[src/rtl/bsg_seq_checker_expect.sv]
// Expected-value generator: starts at init_val_p and advances by stride_p
// on each enabled cycle, wrapping modulo 2^width_p.
module bsg_seq_checker_expect #(
   parameter int width_p    = 16,
   parameter int init_val_p = 1,
   parameter int stride_p   = 1
) (
   input  logic               clk_i,
   input  logic               reset_i,
   input  logic               en_i,
   output logic [width_p-1:0] val_o
);

   localparam logic [width_p-1:0] init_lp   = width_p'(init_val_p);
   localparam logic [width_p-1:0] stride_lp = width_p'(stride_p);

   logic [width_p-1:0] val_q, val_d;

   always_comb begin
      val_d = val_q;
      if (en_i) val_d = val_q + stride_lp;
   end

   always_ff @(posedge clk_i or posedge reset_i) begin
      if (reset_i) val_q <= init_lp;
      else         val_q <= val_d;
   end

   assign val_o = val_q;

endmodule

[config.mk]
export PLATFORM = sky130hd
export DESIGN_NAME = bsg_seq_checker_expect
export DESIGN_NICKNAME = d
export VERILOG_FILES = /design/src/rtl/bsg_seq_checker_expect.sv
export SDC_FILE = /design/constraint.sdc
export NUM_CORES = 1
export LEC_CHECK = 0
export BUFFER_PORTS_ARGS = -buffer_cell sky130_fd_sc_hd__clkbuf_2
export CAP_MARGIN = 25
export CORE_MARGIN = 2
export CORE_UTILIZATION = 40
export DETAILED_ROUTE_END_ITERATION = 8
export PLACE_DENSITY = 0.78
export SETUP_SLACK_MARGIN = 0.5
export SYNTH_ARGS = -nofsm -noshare
export SYNTH_HDL_FRONTEND = slang
export SYNTH_SLANG_ARGS = --single-unit
export TNS_END_PERCENT = 100
[constraint.sdc]
create_clock -name clk_i -period 1.5 [get_ports clk_i]
set_clock_uncertainty 0.05 [all_clocks]
set_input_delay 0.3 -clock clk_i [delete_from_list [all_inputs] [get_ports clk_i]]
set_output_delay 0.3 -clock clk_i [all_outputs]
set_load 0.05 [all_outputs]
==> flow_metrics.py, run 1 <==
metrics = {
    "run_status": {
        "violations": "hold timing, setup timing",
        "status": "complete, but fails checks",
    },
    "floorplanning": {
        "core_um2": 1710,
        "die_x_um": 46.2,
        "ios": 19,
        "num_rows": 15,
        "die_area_um2": 2130,
        "die_h_um": 46.2,
        "initial_core_util": 0.417,
    },
    "timing": {
        "finalHoldViolCount": 3,
        "setup_viol": 6,
        "fmax_ghz": 0.640,
        "rsz0062_at_grt": "yes",
        "drv_slew": 0,
        "tightest_slew_ns": 0.604,
        "whs_ns": -0.00261,
        "min_period_ns": 1.56,
        "layout_setup_ws_ns": -0.0627,
        "slew_headroom": 0.597,
        "fin_setup_tns_ns": -0.185,
        "finalCritPeriodShare": 1.04,
    },
    "global_routing": {
        "grt_first_pass_wirelength_mm": 3.19,
        "grt_max_degree": 17,
        "grt_pass1_vias": 692,
        "grtUsageTotal": 0.220,
        "gr-total-overflow": 0,
        "antenna_found_initial": 0,
    },
    "worst_setup_path": {
        "critPathKind": "register to output pin",
        "cp.arrival_ns": 1.21,
        "r2r_setup_slack_ns": -0.05,
        "crit_family": "flip-flops",
        "cpMaxStageDelayCell": "dfstp_4",
        "reg2reg_to": "val_o[13]$_DFFE_PP0P_",
        "timing.critical_path.required_ns": 1.15,
        "cp-end-kind": "output pin",
        "start_kind": "register",
        "timing.rr.start": "val_o[0]$_DFFE_PP1P_",
        "path_cells": "buf_6 > clkbuf_16",
        "slowest_delay_ns": 0.66,
        "rr_worst_depth": 5,
        "critPathBufInv": 2,
        "cp_max_fo": 3,
    },
    "yosys": {
        "yosysWarningCount": 0,
        "postSynthAreaPerCell_um2": 12.5,
        "synth_cell_type_count": 17,
        "ys_ff_latch": 16,
        "synth.net_count": 61,
        "synth_seq_area_share": 0.564,
        "netlist_area_um2": 712,
        "synthCells": 57,
    },
    "layout": {
        "nFillCells": 81,
        "nets": 112,
        "largest_reg_flops": 16,
        "syn2layout_area_growth_pct": 110,
        "layout-drive-gt1-share": 0.738,
        "insertedDiodeCount": 0,
        "final_common_cell": "buf_4",
        "final_cell_mix": "21 x buf_4, 11 x clkbuf_16, 10 x dfrtp_2",
        "postLayoutCoreUtil": 0.874,
    },
    "clock_network": {
        "ctsHoldBuffers": 0,
        "numCtsBuffers": 3,
        "clk_latency_ns": 0.29,
        "cts-htree-levels": 1,
        "clockRootBuffer": "clkbuf_4",
        "cts_tree": "done",
        "clock_sinks": 16,
        "clockBufferDepth": 2,
        "clk_pin_slew_ns": 0.10,
    },
    "routing": {
        "drc": 0,
        "viasPerCell": 4.94,
        "antenna_left": 0,
        "first_pass_iters": 4,
        "post_drt_wl_per_cell_um": 16.5,
        "drt_iter0_drc": 7,
        "wl_mm": 2.18,
        "route.vias.total": 652,
    },
    "hold_path": {
        "hold_class": "input pin to async pin",
    },
    "power": {
        "p_per_area_nw_per_um2": 1680,
        "p_leak_nw": 0.708,
        "peakVddDrop_uv": 1640,
    },
    "placed_design": {
        "portBuffers": 18,
        "gp_congestion": 0.649,
    },
    "job": {
        "drv_cap": 0,
    },
}
[repair_timing]
action,4_1_cts,5_1_grt
gates resized for setup,53,20
pin swaps,13,13
hold endpoints to repair,0,0
endpoints found under the setup margin,32,32
setup buffers,22,4
[synthesized netlist by cell type (all sizes together)]
cell type	instances	area share
nor3	1	0.014
xor2	5	0.062
nor2	3	0.016
mux2	1	0.016
ha	1	0.018
nand2	5	0.026
nand4	4	0.056
nor4	1	0.030
dfstp	1	0.037
nand3	5	0.035
and4	1	0.012
or2	1	0.0088
dfrtp	15	0.53
xnor2	10	0.12
inv	2	0.011
and3	1	0.0088
[worst register-to-register path, stage by stage (launching register included)]
cell,delay (ns)
dfstp_4,0.66
buf_4,0.12
nand3_4,0.08
nor4_4,0.22
nand3_1,0.16
xnor2_1,0.15
[per-layer routing]
layer	track usage	wire [um]
met4	0.0914	33
met3	0.0549	70
met1	0.239	850
met5	0	0
met2	0.400	1220
[through the flow]
stage          setup WS [ns]  area (um2)  instances  power, mW
5_1_grt               -0.130        1490        132       2.61
3_5_place_dp          0.0185         880        102       1.38
4_1_cts              -0.0415        1390        128       2.32
2_1_floorplan        -0.0733         743         57       1.21
3_3_place_gp          0.0596         880        102       1.37
6_report             -0.0627        1490        132       2.51
[cell type report]
cell class	count	area, um2	share of cell area
tap	25	31.3	0.0210
multi-input combinational	39	403	0.270
sequential	16	418	0.280
clock buffer	4	36.3	0.0243
inverter	2	7.51	0.00503
timing repair buffer	46	597	0.400
[cell families (layout without fill, tap and decap cells)]
logic type / after synthesis / count (layout) / synth area share
flip-flops: 16 / 16 / 0.564
buffers and inverters: 2 / 52 / 0.0105
multiplexers: 1 / 1 / 0.0158
AND/OR/NAND/NOR: 22 / 22 / 0.207
adder cells (fa/ha/maj): 1 / 1 / 0.0176
XOR/XNOR: 15 / 15 / 0.185
[report_power, final]
group / switching (mW) / internal, mW
registers: 0.188 / 0.559
logic: 0.654 / 0.818
clock network: 0.140 / 0.148
[worst max path at each step]
| stage | start | endpoint | slack [ns] | depth (start not counted) |
|---|---|---|---|---|
| 5_1_grt | val_o[0]$_DFFE_PP1P_ | val_o[15]$_DFFE_PP0P_ | -0.13 | 5 |
| 4_1_cts | val_o[0]$_DFFE_PP1P_ | val_o[0] | -0.04 | 2 |
| 6_report | val_o[0]$_DFFE_PP1P_ | val_o[0] | -0.06 | 2 |
| 3_3_place_gp | val_o[0]$_DFFE_PP1P_ | val_o[8]$_DFFE_PP0P_ | 0.06 | 5 |
| 2_1_floorplan | val_o[0]$_DFFE_PP1P_ | val_o[12]$_DFFE_PP0P_ | -0.07 | 5 |
| 3_5_place_dp | val_o[0]$_DFFE_PP1P_ | val_o[14]$_DFFE_PP0P_ | 0.02 | 5 |
(Power assumes the default switching activity.)
==> run 2: changes to the inputs <==
- CORE_UTILIZATION: 40 -> 35
- PLACE_DENSITY: 0.78 -> 0.66
==> run 2 against run 1 <==
Compared with the run above:
- the run still ends with hold timing, setup timing left
- design area shrank 7.5%
- wire length down 14%
- power fell by 7.7%
- flip-flop and latch count unchanged
- cell count is 3.0% lower
- worst setup slack improved by 0.0088 ns
- critical path depth stayed put
- fmax increased by 0.56%
- non-clock buffer count decreased by 6
- critical path type unchanged
==> flow_metrics.py, run 2 (same netlist as run 1, synthesis figures left out) <==
metrics = {
    "run_status": {
        "status": "complete, but fails checks",
        "violations": "hold timing, setup timing",
    },
    "global_routing": {
        "grt_pass1_vias": 604,
        "grt_first_pass_wirelength_mm": 2.92,
        "antenna_found_initial": 0,
        "grt_max_degree": 17,
        "grtUsageTotal": 0.162,
        "gr-total-overflow": 0,
    },
    "routing": {
        "post_drt_wl_per_cell_um": 14.6,
        "drc": 0,
        "met1_length_um": 703,
        "first_pass_iters": 4,
        "wl_met2_mm": 1.08,
        "top_layer_used": "met3",
        "wl_met3_um": 84,
        "wl_mm": 1.87,
        "drt_iter0_drc": 4,
        "viasPerCell": 4.52,
        "antenna_left": 0,
        "route.vias.total": 579,
    },
    "timing": {
        "rsz0062_at_grt": "yes",
        "slew_headroom": 0.597,
        "tightest_slew_ns": 0.603,
        "finalHoldViolCount": 13,
        "finalCritPeriodShare": 1.04,
        "fmax_ghz": 0.644,
        "setup_viol": 1,
        "layout_setup_ws_ns": -0.0539,
        "whs_ns": -0.00544,
        "drv_slew": 0,
        "min_period_ns": 1.55,
    },
    "floorplanning": {
        "core_um2": 1940,
        "die_h_um": 49.1,
        "die_area_um2": 2410,
        "initial_core_util": 0.367,
        "num_rows": 16,
        "ios": 19,
        "die_x_um": 49.1,
    },
    "worst_setup_path": {
        "critPathKind": "register to output pin",
        "cp_max_fo": 3,
        "timing.critical_path.required_ns": 1.15,
        "cp-end-kind": "output pin",
        "cp.arrival_ns": 1.20,
        "start_kind": "register",
    },
    "placed_design": {
        "dp_hpwl_um": 990,
        "gp_congestion": 0.693,
        "portBuffers": 18,
        "place_inst": 104,
    },
    "layout": {
        "largest_reg_flops": 16,
        "final_common_cell": "buf_4",
        "layout-drive-gt1-share": 0.673,
        "instances_no_fill": 128,
        "nets": 106,
        "final_cell_mix": "17 x buf_4, 10 x dfrtp_2, 8 x xnor2_1, 8 x clkbuf_16, 7 x buf_8",
        "insertedDiodeCount": 0,
        "syn2layout_area_growth_pct": 94.0,
    },
    "power": {
        "seqPwrFrac": 0.318,
        "p_leak_nw": 0.650,
        "peakVddDrop_uv": 1760,
        "combPwrFrac": 0.559,
        "p_sw_frac": 0.392,
        "p_switching_mw": 0.906,
        "clockPowerShare": 0.124,
        "p_per_area_nw_per_um2": 1670,
        "internal-power_mw": 1.41,
    },
    "clock_network": {
        "clockBufferDepth": 2,
        "cts-htree-levels": 1,
        "clk_pin_slew_ns": 0.10,
        "clock_sinks": 16,
        "clk_latency_ns": 0.29,
        "numCtsBuffers": 3,
        "cts_tree": "done",
        "clockRootBuffer": "clkbuf_4",
    },
    "hold_path": {
        "hold_class": "input pin to async pin",
    },
    "job": {
        "drv_cap": 0,
    },
}
-- run 2: changes by cell type in the layout (fill, tap and decap cells not counted), moves of 2 or more --
cell | before | now
buf_4 | 21 | 17
clkbuf_16 | 11 | 8
nand2_2 | 2 | 0
buf_6 | 7 | 5
buf_8 | 5 | 7
nand2_1 | 1 | 3
-- run 2: per-layer routing --
layer,vias to the layer above,GRT usage
li1,282,-
met1,281,0.178
met2,16,0.309
met3,0,0.0521
met4,0,0.0143
met5,-,0
-- run 2: layout make-up --
type / instances / area, um2
Timing Repair Buffer: 40 / 513
Inverter: 2 / 7.51
Sequential cell: 16 / 418
Multi-Input combinational cell: 39 / 373
Fill cell: 142 / 561
Tap cell: 27 / 33.8
Clock buffer: 4 / 36.3
-- run 2: through the flow --
stage	total power [mW]	utilization	setup WS, ns	setup TNS (ns)	area (um2)
final	2.31	0.711	-0.0539	-0.0539	1380
after global routing	2.41	0.711	-0.0826	-0.172	1380
after CTS	2.19	0.660	-0.0575	-0.0621	1280
after detailed placement	1.41	0.454	0.0188	0	882
after global placement	1.38	0.454	0.0557	0	882
after floorplan	1.21	-	-0.0733	-0.270	743
-- run 2: power by group through the flow --
| stage | combinational (mW) | clock [mW] | sequential, mW |
|---|---|---|---|
| after floorplan | 0.176 | 0 | 1.03 |
| after global placement | 0.664 | 0 | 0.714 |
| after detailed placement | 0.683 | 0 | 0.723 |
| after CTS | 1.16 | 0.295 | 0.734 |
| after global routing | 1.35 | 0.316 | 0.750 |
| final | 1.29 | 0.286 | 0.735 |
-- run 2: repair_timing --
action,CTS,global route
pin swaps,9,8
setup buffers,13,7
gates resized for setup,48,16
hold buffers,0,0
setup endpoints to repair,32,32
-- run 2: worst paths after layout --
kind | from | endpoint | cells after the start | slack [ns]
setup reg to reg | val_o[0]$_DFFE_PP1P_ | val_o[8]$_DFFE_PP0P_ | 5 | 0.02
hold / removal | reset_i | val_o[15]$_DFFE_PP0P_ | 2 | -0.005
min in group clk_i | en_i | val_o[0]$_DFFE_PP1P_ | 3 | 0.30
hold reg to reg | val_o[9]$_DFFE_PP0P_ | val_o[9]$_DFFE_PP0P_ | 1 | 0.47
setup / recovery | val_o[0]$_DFFE_PP1P_ | val_o[0] | 2 | -0.05
max in group asynchronous | reset_i | val_o[1]$_DFFE_PP0P_ | 2 | 0.98
-- run 2: critical path: stages, from the launching register on --
cell and delay [ns]:
dfstp_4 0.66, buf_6 0.11, clkbuf_16 0.15
